`src/rtl/shift_pkg.sv`:
```
// Shared types and constants for the shift-register frame serializer.
// Imported by the serializer and by anything that drives or checks it.
package shift_pkg;

  typedef enum logic {
    IDLE  = 1'b0,
    SHIFT = 1'b1
  } state_e;

  localparam logic DIR_LEFT  = 1'b0;
  localparam logic DIR_RIGHT = 1'b1;

  localparam int SHIFT_W = 4;

endpackage

```
`src/rtl/shift_frame_serializer.sv`:
```
// Serializes a parallel word into a shift register's serial input.
// Bit order makes the register hold the word after the last shift.
module shift_frame_serializer
  import shift_pkg::*;
#(
  parameter int   WIDTH    = SHIFT_W,
  parameter logic IDLE_BIT = 1'b0
) (
  input  logic             clk,
  input  logic             reset,
  input  logic             load_valid,
  output logic             load_ready,
  input  logic [WIDTH-1:0] load_data,
  input  logic             load_dir,
  input  logic             stall,
  output logic             shift_in,
  output logic             direction,
  output logic             shift_en,
  output logic             busy,
  output logic             frame_done
);

  localparam int CW = (WIDTH > 1) ? $clog2(WIDTH) : 1;
  localparam logic [CW-1:0] LAST = CW'(WIDTH - 1);

  state_e           state_q, state_d;
  logic [CW-1:0]    count_q, count_d;
  logic [WIDTH-1:0] word_q, word_d;
  logic             dir_q, dir_d;
  logic             done_q, done_d;
  logic [CW-1:0]    idx;

  always_ff @(posedge clk or negedge reset) begin
    if (!reset) begin
      state_q <= IDLE;
      count_q <= '0;
      word_q  <= '0;
      dir_q   <= DIR_LEFT;
      done_q  <= 1'b0;
    end else begin
      state_q <= state_d;
      count_q <= count_d;
      word_q  <= word_d;
      dir_q   <= dir_d;
      done_q  <= done_d;
    end
  end

  always_comb begin
    state_d = state_q;
    count_d = count_q;
    word_d  = word_q;
    dir_d   = dir_q;
    done_d  = 1'b0;
    unique case (state_q)
      IDLE: begin
        if (load_valid) begin
          word_d  = load_data;
          dir_d   = load_dir;
          count_d = '0;
          state_d = SHIFT;
        end
      end
      SHIFT: begin
        if (!stall) begin
          if (count_q == LAST) begin
            state_d = IDLE;
            done_d  = 1'b1;
            count_d = '0;
          end else begin
            count_d = count_q + CW'(1);
          end
        end
      end
    endcase
  end

  // Left shifts enter at the LSB, so the MSB must go first.
  always_comb begin
    idx = (dir_q == DIR_RIGHT) ? count_q : LAST - count_q;
  end

  always_comb begin
    load_ready = 1'b0;
    busy       = 1'b0;
    shift_en   = 1'b0;
    shift_in   = IDLE_BIT;
    unique case (1'b1)
      (state_q == IDLE): begin
        load_ready = 1'b1;
      end
      (state_q == SHIFT): begin
        busy     = 1'b1;
        shift_en = !stall;
        shift_in = word_q[idx];
      end
      default: ;
    endcase
    direction  = dir_q;
    frame_done = done_q;
  end

endmodule

```
`config.mk`:
```
export PLATFORM = sky130hd
export DESIGN_NAME = shift_frame_serializer
export DESIGN_NICKNAME = d
export VERILOG_FILES = /design/src/rtl/shift_pkg.sv /design/src/rtl/shift_frame_serializer.sv
export SDC_FILE = /design/constraint.sdc
export NUM_CORES = 1
export LEC_CHECK = 0
export CAP_MARGIN = 20
export CELL_PAD_IN_SITES_DETAIL_PLACEMENT = 0
export CELL_PAD_IN_SITES_GLOBAL_PLACEMENT = 1
export CORE_MARGIN = 2
export CORE_UTILIZATION = 31
export CTS_CLUSTER_DIAMETER = 100
export DETAILED_ROUTE_END_ITERATION = 16
export PLACE_DENSITY = 0.81
export SYNTH_ARGS = -nofsm -noshare
export SYNTH_HDL_FRONTEND = slang
export SYNTH_SLANG_ARGS = --single-unit
```
`constraint.sdc`:
```
create_clock -name clk -period 1.6 [get_ports clk]
set_clock_uncertainty 0.05 [all_clocks]
set_input_delay 0.16 -clock clk [delete_from_list [all_inputs] [get_ports clk]]
set_output_delay 0.16 -clock clk [all_outputs]
set_load 0.02 [all_outputs]
```
==> reports/results.tsv <==
metric	value	unit
status	finished, violations left	
violated checks	setup timing	
RSZ-0062 raised after global routing	true	
crit end category	output pin	
ratio of cells with drive above 1 in the final layout	36.5	%
drt wl/cell	11.2	µm
worst reg2reg endpoint	count_q[0]	
fin crit share	108	%
initial antenna violation count	0	
Synth Area in Simple Gates	9.86	%
post-CTS setup buffer count	0	
Antenna Nets Post-Route	0	
syn avg cell area	12.3	µm²
adder-cell share of the synthesized area	2.90	%
aggregate global-route resource usage	14.3	%
crit path from	count_q[0]	
Worst-path clk slew	0.06	ns
cells taking the most area after synthesis	dfrtp_1 52%, mux2_2 16%, mux4_1 6.1%	
total power	1.36	mW
Slew Viols, Final	0	
Antenna diodes	0	
cell row count	13	
fin util	53.5	%
drt total wl	874	µm
DP Worst Slack	-0.301	ns
Crit path required time	1.39	ns
vias	358	
GP Congestion	0.724	
CTS sink cnt	9	
TritonCTS buffer count	3	
Placed Instances	74	
Crit path arrival time	1.52	ns
post-synthesis mux area share	26.4	%
highest net fanout along the worst path	2	
# fillers	130	
Ports	15	
drt first pass iters	3	
Pleak	0.318	nW
sequential fraction of the synthesis area	52.2	%
post-synthesis compound-gate area fraction	6.96	%
Setup Viol. Count Final	1	
die height	41.3	µm
die area	0.00171	mm²
Worst path slowest cell	mux4_2	
Synth top area share	52.2	%
flop2flop setup slack	0.33	ns
Seq cells post-synth	9	
Fmax	0.577	GHz
r2r startpoint	count_q[1]	
area of the core	0.00130	mm²
Hold Path Class	in -> async	
pin count of the biggest net entering global routing	10	
largest family of logic cells by synthesized area	multiplexers	
number of global-route vias before repair	355	
clock latency at the later pin of the worst-skew pair	0.25	ns
Period minus WS final	1.73	ns
Area Growth Syn to Fin	61.2	%
PwrDens	1960	mW/mm²
first-pass GRT wire length	1.53	mm
most frequent cells in the layout	11 x clkdlybuf4s50_1, 11 x buf_4, 9 x dfrtp_1, 6 x mux2_2	
max_cap viols	0	
worst-margin pin slew	0.396	ns
Starting DRT DRC Count	1	
yosys warns	0	
cell accounting for the most synthesized area	dfrtp_1	
port bufs	14	
Net Count, Synth	45	
synthesized area	432	µm²
final worst-path setup slack	-0.134	ns
post-synth cell types	15	
H-tree depth	1	
CP max stage delay	0.51	ns
worst-path cell chain	mux4_2, o22ai_2, a311oi_2, buf_4	
R2R depth	5	
Non-Filler Instances	78	
CP endpoint	shift_in	
Synth Area in XOR/XNOR	0	%
fin nets	74	
DR vias/cell	4.59	
most used routing layer	met2	
total gr overflow	0	
CTS Buffer Depth	2	
M2 GR Usage	23.8	%
Initial Utilization	33.2	%
CTS tree	done	
Peak VDD IR	0.000798	V
grt met3 use	1.60	%
max_slew headroom	73.5	%
final hold viol count	0	
DRC viols	0	
CP startpoint kind	flop	
CP Class	reg -> out	
clk root buf	clkbuf_4	
M1 GR Usage	18.2	%
Horiz. Die Dim	41.3	µm
Synth Instances	35	
cell usage after synthesis, drive strengths merged:
cell and count:
a21oi 1, a311oi 1, and2 1, dfrtp 9, ha 1, inv 2, mux2 6, mux2i 2
mux4 1, nand2 3, nor2 2, nor2b 2, nor3 1, o21ai 2, o22ai 1
layout make-up:
class | count | area (µm²) | area share (%)
Sequential cell | 9 | 225 | 32.4
Tap cell | 15 | 18.8 | 2.70
Inverter | 2 | 7.51 | 1.08
Clock buffer | 4 | 26.3 | 3.78
Timing Repair Buffer | 24 | 210 | 30.2
Multi-Input combinational cell | 24 | 208 | 29.9
through the flow:
| stage | TNS, ns | instance area, µm² | hold slack, ns |
|---|---|---|---|
| after global placement | -0.267 | 672 | 0.425 |
| final | -0.134 | 696 | 0.147 |
| after floorplan | 0 | 438 | -0.186 |
| after detailed placement | -0.301 | 672 | 0.434 |
| after CTS | -0.154 | 696 | 0.160 |
| after global routing | -0.235 | 696 | 0.164 |
where the power goes:
part	internal, mW	switching [mW]	leakage (nW)
Clock	0.0958	0.0749	0.0150
Combinational	0.455	0.323	0.195
Sequential	0.332	0.0799	0.108
worst min-delay path by stage:
stage               startpoint         end  slack, ns
floorplan                reset  count_q[0]      -0.19
global placement         reset  frame_done       0.43
detailed placement       reset  count_q[1]       0.43
CTS                      reset   word_q[0]       0.16
global route             reset  count_q[0]       0.16
finish                   reset  count_q[1]       0.15
sequential cells by signal, indices dropped and copies added (netlist names):
register,cells
count_q,2
direction,1
frame_done,1
state_q,1
word_q,4
critical path: cells and delay by family, from the launching register on:
kind                   cells  cell delay [ns]
buffers and inverters      1             0.17
AO/OA/AOI/OAI              2             0.22
multiplexers               1             0.51
flip-flops                 1             0.36
layer usage:
metal,share of wire (%),up-vias
met4,0.80,0
met1,47,168
li1,-,182
met3,3.5,2
met5,0,-
met2,49,6
kinds of logic (layout without fill, tap and decap cells):
| group | count (synthesis) | count (layout) |
|---|---|---|
| compound gates | 5 | 5 |
| buf+inv | 2 | 30 |
| fa+ha+maj | 1 | 1 |
| flops | 9 | 9 |
| simple gates | 9 | 9 |
| mux | 9 | 9 |
what timing repair did:
action	CTS	global route
gates resized for setup	9	0
hold buffers	0	0
endpoints found under the setup margin	3	1
Note: power is estimated with default switching activity, not from simulation.
